--- config.mk ---
export PLATFORM = sky130hd
export DESIGN_NAME = frame_rect_painter
export DESIGN_NICKNAME = d
export VERILOG_FILES = /design/src/rtl/frame_rect_painter.sv
export SDC_FILE = /design/constraint.sdc
export NUM_CORES = 1
export LEC_CHECK = 0
export BUFFER_PORTS_ARGS = -buffer_cell sky130_fd_sc_hd__buf_4
export CORE_ASPECT_RATIO = 1.4
export CORE_MARGIN = 4
export CORE_UTILIZATION = 33
export DETAILED_ROUTE_END_ITERATION = 6
export GPL_TIMING_DRIVEN = 0
export SYNTH_ARGS = -nofsm -noshare
export SYNTH_HDL_FRONTEND = slang
export SYNTH_SLANG_ARGS = --single-unit
export TNS_END_PERCENT = 1
--- constraint.sdc ---
create_clock -name clk -period 6.2 [get_ports clk]
set_clock_uncertainty 0.2 [all_clocks]
set_input_delay 0.93 -clock clk [delete_from_list [all_inputs] [get_ports clk]]
set_output_delay 0.93 -clock clk [all_outputs]
set_load 0.05 [all_outputs]
--- src/rtl/frame_rect_painter.sv ---
// rtl/frame_rect_painter.sv - rectangle fill / full-frame clear writer for the frame buffer
//
// Accepts one rectangle-fill (start) or full-frame clear (clear) command at a
// time and walks the covered pixels in raster order. It issues one registered
// write per cycle on the frame buffer write port.
//
// Ports:
//   clk, rst          clock, synchronous active-high reset
//   start, clear      one-cycle command strobes (clear wins), sampled in IDLE only
//   x0, y0, x1, y1    inclusive rectangle corners, clamped to the frame
//   color             fill colour
//   busy              high in FILL and DONE
//   done              one-cycle completion pulse
//   wr, addr, di      frame buffer write enable, address (y*W + x), data
module frame_rect_painter #(
    parameter int W  = 120,
    parameter int H  = 60,
    parameter int AW = 16,
    parameter int CW = 3
) (
    input  logic          clk,
    input  logic          rst,
    input  logic          start,
    input  logic          clear,
    input  logic [7:0]    x0,
    input  logic [7:0]    y0,
    input  logic [7:0]    x1,
    input  logic [7:0]    y1,
    input  logic [CW-1:0] color,
    output logic          busy,
    output logic          done,
    output logic          wr,
    output logic [AW-1:0] addr,
    output logic [CW-1:0] di
);

    typedef enum logic [1:0] {
        IDLE = 2'd0,
        FILL = 2'd1,
        DONE = 2'd2
    } state_t;

    localparam logic [7:0]    XMAX = 8'(W - 1);
    localparam logic [7:0]    YMAX = 8'(H - 1);
    localparam logic [AW-1:0] W_A  = AW'(W);

    state_t        state_q;
    logic [7:0]    x_q, y_q, x0_q, x1_q, y1_q;
    logic [AW-1:0] row_q;
    logic [AW-1:0] addr_q;
    logic [CW-1:0] di_q;
    logic          wr_q, done_q, busy_q;

    // Clamped command corners, valid only at the accepting edge.
    logic [7:0]    cx0_d, cx1_d, cy0_d, cy1_d;
    logic [AW-1:0] row0_d;
    logic          empty_d;

    always_comb begin
        cx0_d   = clear ? 8'd0 : ((x0 > XMAX) ? XMAX : x0);
        cx1_d   = clear ? XMAX : ((x1 > XMAX) ? XMAX : x1);
        cy0_d   = clear ? 8'd0 : ((y0 > YMAX) ? YMAX : y0);
        cy1_d   = clear ? YMAX : ((y1 > YMAX) ? YMAX : y1);
        // Only the starting row needs a product; it is by a constant, and
        // later rows step the running base by W instead.
        row0_d  = AW'(cy0_d) * W_A;
        empty_d = (cx0_d > cx1_d) || (cy0_d > cy1_d);
    end

    always_ff @(posedge clk) begin
        if (rst) begin
            state_q <= IDLE;
            x_q     <= '0;
            y_q     <= '0;
            x0_q    <= '0;
            x1_q    <= '0;
            y1_q    <= '0;
            row_q   <= '0;
            addr_q  <= '0;
            di_q    <= '0;
            wr_q    <= 1'b0;
            done_q  <= 1'b0;
            busy_q  <= 1'b0;
        end else begin
            case (state_q)
                IDLE: begin
                    wr_q   <= 1'b0;
                    done_q <= 1'b0;
                    if (clear || start) begin
                        x_q    <= cx0_d;
                        y_q    <= cy0_d;
                        x0_q   <= cx0_d;
                        x1_q   <= cx1_d;
                        y1_q   <= cy1_d;
                        row_q  <= row0_d;
                        di_q   <= color;
                        busy_q <= 1'b1;
                        if (empty_d) begin
                            state_q <= DONE;
                            done_q  <= 1'b1;
                        end else begin
                            // First write goes out on the accepting edge.
                            state_q <= FILL;
                            wr_q    <= 1'b1;
                            addr_q  <= row0_d + AW'(cx0_d);
                        end
                    end
                end
                FILL: begin
                    if (x_q == x1_q && y_q == y1_q) begin
                        wr_q    <= 1'b0;
                        done_q  <= 1'b1;
                        state_q <= DONE;
                    end else if (x_q < x1_q) begin
                        x_q    <= x_q + 8'd1;
                        addr_q <= row_q + AW'(x_q + 8'd1);
                    end else begin
                        x_q    <= x0_q;
                        y_q    <= y_q + 8'd1;
                        row_q  <= row_q + W_A;
                        addr_q <= row_q + W_A + AW'(x0_q);
                    end
                end
                DONE: begin
                    done_q  <= 1'b0;
                    busy_q  <= 1'b0;
                    state_q <= IDLE;
                end
                default: begin
                    wr_q    <= 1'b0;
                    done_q  <= 1'b0;
                    busy_q  <= 1'b0;
                    state_q <= IDLE;
                end
            endcase
        end
    end

    assign busy = busy_q;
    assign done = done_q;
    assign wr   = wr_q;
    assign addr = addr_q;
    assign di   = di_q;

endmodule

After elaboration in Yosys (flattened, before gate mapping)

Cells that the tools add are included.

Bits in registers: 80
Output and inout port bits: 22

Add/subtract/negate cells: 7
$mul: 1
$lt $le $gt $ge: 7
Equal/unequal tests: 9
Mux-type cells: 39
Bitwise gates (word level): 2
Reductions and logical operators: 12

Operators with widths:

| cell                  | count |
|---|---|
| $mux 16               | 7 |
| $mux 8                | 14 |
| $pmux 16 s2           | 2 |
| $pmux 8 s2            | 2 |
| $add 15x8->16         | 1 |
| $add 16x7->16 const B | 1 |
| $add 16x8->16         | 1 |
| $add 16x9->16         | 1 |
| $add 8x1->8 const B   | 2 |
| $eq 8x8->1            | 2 |
| $gt 8x6->1 const B    | 2 |
| $gt 8x7->1 const B    | 2 |
| $gt 8x8->1            | 2 |
| $mul 8x4->12 const B  | 1 |
| $ne 2x2->1 const B    | 5 |
| $add 8x1->9 const B   | 1 |
| $lt 8x8->1            | 1 |
| $reduce_and 2->1      | 4 |
| $reduce_and 4->1      | 2 |
| $mux 1                | 7 |
| $mux 2                | 3 |
| $pmux 1 s2            | 2 |
| $pmux 2 s2            | 1 |
| $pmux 1 s3            | 1 |
| 8 further kinds       | 10 |

Longest topological paths before layout

Word-level depth: 8
Mapped depth: 20
Depth with buffers taken out: 19

Worst setup path before layout

OpenSTA, ideal clock, no wires.

Kind: input to register
From: input y0[7]
To: register addr_q[13], in the netlist addr[13]
Data arrival time: 4.895 ns
Data required time: 5.921 ns
Path slack: 1.026 ns
Cell stages on the path: 15
Buffers on the path: 1
Path through: or2_1 clkbuf_1 nor3_1 nor2_1 mux2_2 ha_1 fa_1 ha_1 a21o_1 a21o_1 a2111oi_0 o211ai_1 nor4_1 o211ai_1 a211oi_2

Longest elaborated chain between the ends: 8
Elaborated cells between the ends (all ways): 12
Classes of those cells: 1 x add/sub; 1 x mul; 2 x order compare; 1 x eq/ne; 5 x mux; 2 x reduce/logical

Ends and longest elaborated chain:

| element                  | line | RTL |
|---|---|---|
| from (decl)              | 26   | `input logic [7:0] y0,` |
| $gt 8x6->1               | 62   | `cy0_d = clear ? 8'd0 : ((y0 > YMAX) ? YMAX : y0);` |
| $mux 8 (*) (2 in series) | 62   |  |
| $mul 8x4->12             | 66   | `row0_d = AW'(cy0_d) * W_A;` |
| $add 15x8->16            | 105  | `addr_q <= row0_d + AW'(cx0_d);` |
| $mux 16                  | 98   | `if (empty_d) begin` |
| $mux 16                  | 89   | `if (clear \|\| start) begin` |
| $pmux 16 s2              | 85   | `case (state_q)` |
| to (signal assigned)     | 105  |  |
| to (signal assigned)     | 116  | `addr_q <= row_q + AW'(x_q + 8'd1);` |
| to (signal assigned)     | 121  | `addr_q <= row_q + W_A + AW'(x0_q);` |
| to (decl)                | 50   | `logic [AW-1:0] addr_q;` |

Mark *: on every way between the ends. The rest lies on a longest branch, timed or not. The select of a mux whose other input is x is not followed.
A chain may end at the register's enable or synchronous reset.

Final worst setup path

Ends and elaborated chain as after synthesis.

==> impl_metrics.yaml <==
timing:
  setup_viol: 0
  worst_hold_slack_ns: 0.248
  fin_setup_tns_ns: 0
  rsz0062_at_grt: "no"
  min_period_over_period_pct: 91.6
  layout_min_cycle_time_ns: 5.68
  finalMaxSlewViolations: 0
  hold_viol_final: 0
  slew_headroom_pct: 14.1
  worstMarginPinSlew_ns: 1.28
  fmax_ghz: 0.176
routing:
  dr.pass1.iters: 5
  routed_via_density: 5.54
  vias: 6602
  ant_nets: 0
  routed_wl_um: 22200
  routedWlPerCell_um: 18.7
  drt_iter0_drc: 513
  remaining_drc_errors: 0
die:
  initial_core_util_pct: 33.7
  core_um2: 19300
  rows: 60
  die_y_um: 174
  ios: 61
  dieArea_um2: 22000
  die_w_um: 127
layout:
  fillerInstances: 2048
  layout_commonest_cell: "nor2_1"
  final_cell_mix: "127 x nor2_1, 77 x dfxtp_1, 68 x a21oi_1"
  diodes: 0
  drive_above_1_share_pct: 11.3
  syn2layout_area_growth_pct: 16.4
  final_nets: 1041
power:
  pwr_density_cell_nw_per_um2: 363
  vdd_drop_max_mv: 0.139
  p_leak_nw: 3.12
setup_path:
  arrival_ns: 5.74
  crit_fanout: 8
  cp.depth: 16
  crit_path_start: "y0[7]"
  slowest_stage: "a2111oi_0"
  r2r_cells: 11
  worstSetupPathType: "in -> reg"
  critPathCaptureType: "register"
  startpoint_type: "input pin"
  cp_cell_sequence: "buf_4 > or2_1 > clkbuf_1 > nor3_1 > nor2_1 > mux2_2 > ha_1 > fa_1 > ha_1 > a21o_1 > a21o_1 > a2111oi_0 > o211ai_1 > nor4_1 > o211ai_1 > a211oi_2"
  crit_required_ns: 6.26
  cp_top_family: "compound AO/OA/AOI/OAI gates"
  cp_slowest_stage_delay_ns: 0.63
  critPathBufInv: 2
  r2r-start: "x_q[0]"
clock_network:
  clk_pin_slew_ns: 0.07
  cts_tree: "yes"
  postCtsSetupRepairBufs: 0
  cts_root_buf: "clkbuf_16"
  clk-insertion-delay-late_ns: 0.35
  numClockSinks: 77
  htree_levels: 3
  hold_buffers: 0
  numCtsBuffers: 9
  cts_resized: 0
  clockBufferDepth: 2
global_routing:
  antenna_found_initial: 0
  met3_usage_pct: 2.31
  grt_pass1_wl_um: 34400
  grt_max_degree: 16
  met1_usage_pct: 22.7
  grt_use_total_pct: 19.8
  grt.overflow.total: 0
  use_met2_pct: 35.4
  grt_pass1_vias: 6278
  grt.busiest_layer: "met2"
placed_design:
  numPortBuffers: 56
  place.gp.congestion: 0.924
  hpwl_um: 17400
yosys:
  ys_seq_elements: 77
  yosys_warnings: 0
  avgSynthCellArea_um2: 7.57
  ys_seq_area_share_pct: 23.7
  synth.distinct_cells: 83
  synth_top_area_cell: "dfxtp_1"
  synth_edf_count: 0
  yosysTopAreaCellShare_pct: 23.7
  synth.area.top_cells: "dfxtp_1 24%, ha_1 11%, nor2_1 7.3%"
  synth-async-reset-ratio_pct: 0
  synth_area_um2: 6490
  syn_inst: 858
  synthFlopType: "dfxtp_1"
hold_path:
  min-delay-start: "x1_q[7]"
  whs_path_depth: 2
  hold_path.class: "reg -> reg"
flow_run:
  drv_cap: 0
outcome:
  status: "completed"
layout make-up:
cell class | instances | area (µm²) | share of cell area (%)
buffer | 51 | 215 | 2.85
timing repair buffer | 56 | 420 | 5.56
inverter | 42 | 158 | 2.09
clock buffer | 9 | 225 | 2.98
sequential | 77 | 1540 | 20.4
tap | 248 | 310 | 4.11
multi-input combinational | 701 | 4630 | 61.3
clock inverter | 7 | 57.6 | 0.762
registers in the layout, indices dropped and copies added (netlist names):
signal and flops:
row_q 13, state_q 2, di 3, done 1, x1_q 8, x0_q 8, y_q 8, y1_q 8
addr 16, x_q 8, wr 1, busy 1
where the power goes:
part	internal [mW]	switching, mW
clock	0.277	0.244
sequential	0.594	0.0910
combinational	0.537	1.00
total	1.41	1.34
per-stage QoR:
stage / area (µm²) / power, mW / setup WS, ns / utilization (%) / instances
after CTS: 7560 / 2.74 / 0.533 / 39.2 / 1191
after global routing: 7560 / 2.93 / 0.185 / 39.2 / 1191
after detailed placement: 7270 / 2.22 / 0.176 / 37.7 / 1175
after global placement: 7270 / 2.21 / 0.241 / 37.7 / 1175
after floorplan: 6540 / 1.77 / 1.03 / - / 871
final: 7560 / 2.75 / 0.523 / 39.2 / 1191
kinds of logic (layout without fill, tap and decap cells):
logic type,after synthesis,count (layout),synth area share [%]
and+or+nand+nor,330,330,24.3
AOI/OAI and AO/OA,231,231,24.5
buffers and inverters,93,165,5.74
DFF,77,77,23.7
adders and majority gates,66,66,13.4
xor gates and xnor gates,53,53,7.15
muxes,6,6,1.00
other,2,15,0.116
path summary, 6_finish.rpt:
check,endpoint,slack [ns]
max,addr[13],0.52
min,x1_q[7],0.25
max reg2reg,row_q[7],1.71
min reg2reg,x1_q[7],0.25
tightest hold or removal path, delay by kind of cell (launching register included):
family	cells	cell delay, ns
buf+inv	1	0.06
simple gates	1	0.05
flops	1	0.30
per-layer routing:
| layer | part of all wire (%) | up-vias |
|---|---|---|
| li1 | - | 3226 |
| met1 | 39 | 3099 |
| met2 | 51 | 214 |
| met3 | 5.0 | 63 |
| met4 | 5.1 | 0 |
| met5 | 0 | - |
synthesized netlist by cell type (5+ instances only):
| master | n |
|---|---|
| nor2_1 | 127 |
| dfxtp_1 | 77 |
| a21oi_1 | 68 |
| nand2_1 | 65 |
| ha_1 | 57 |
| inv_1 | 42 |
| clkbuf_1 | 40 |
| o21ai_0 | 37 |
| xnor2_1 | 37 |
| nor3_1 | 36 |
| nand3_1 | 21 |
| a211oi_1 | 18 |
| xor2_1 | 16 |
| and3_1 | 14 |
| nand4_1 | 13 |
| a21o_1 | 12 |
| o211ai_1 | 12 |
| nand2b_1 | 8 |
| and2_1 | 7 |
| fa_1 | 7 |
| o21a_1 | 7 |
| o21bai_1 | 7 |
| a211oi_2 | 6 |
| nor2b_1 | 6 |
| a22oi_1 | 5 |
| a311oi_1 | 5 |
| a31oi_1 | 5 |
Power figures use the tool's default switching activity.
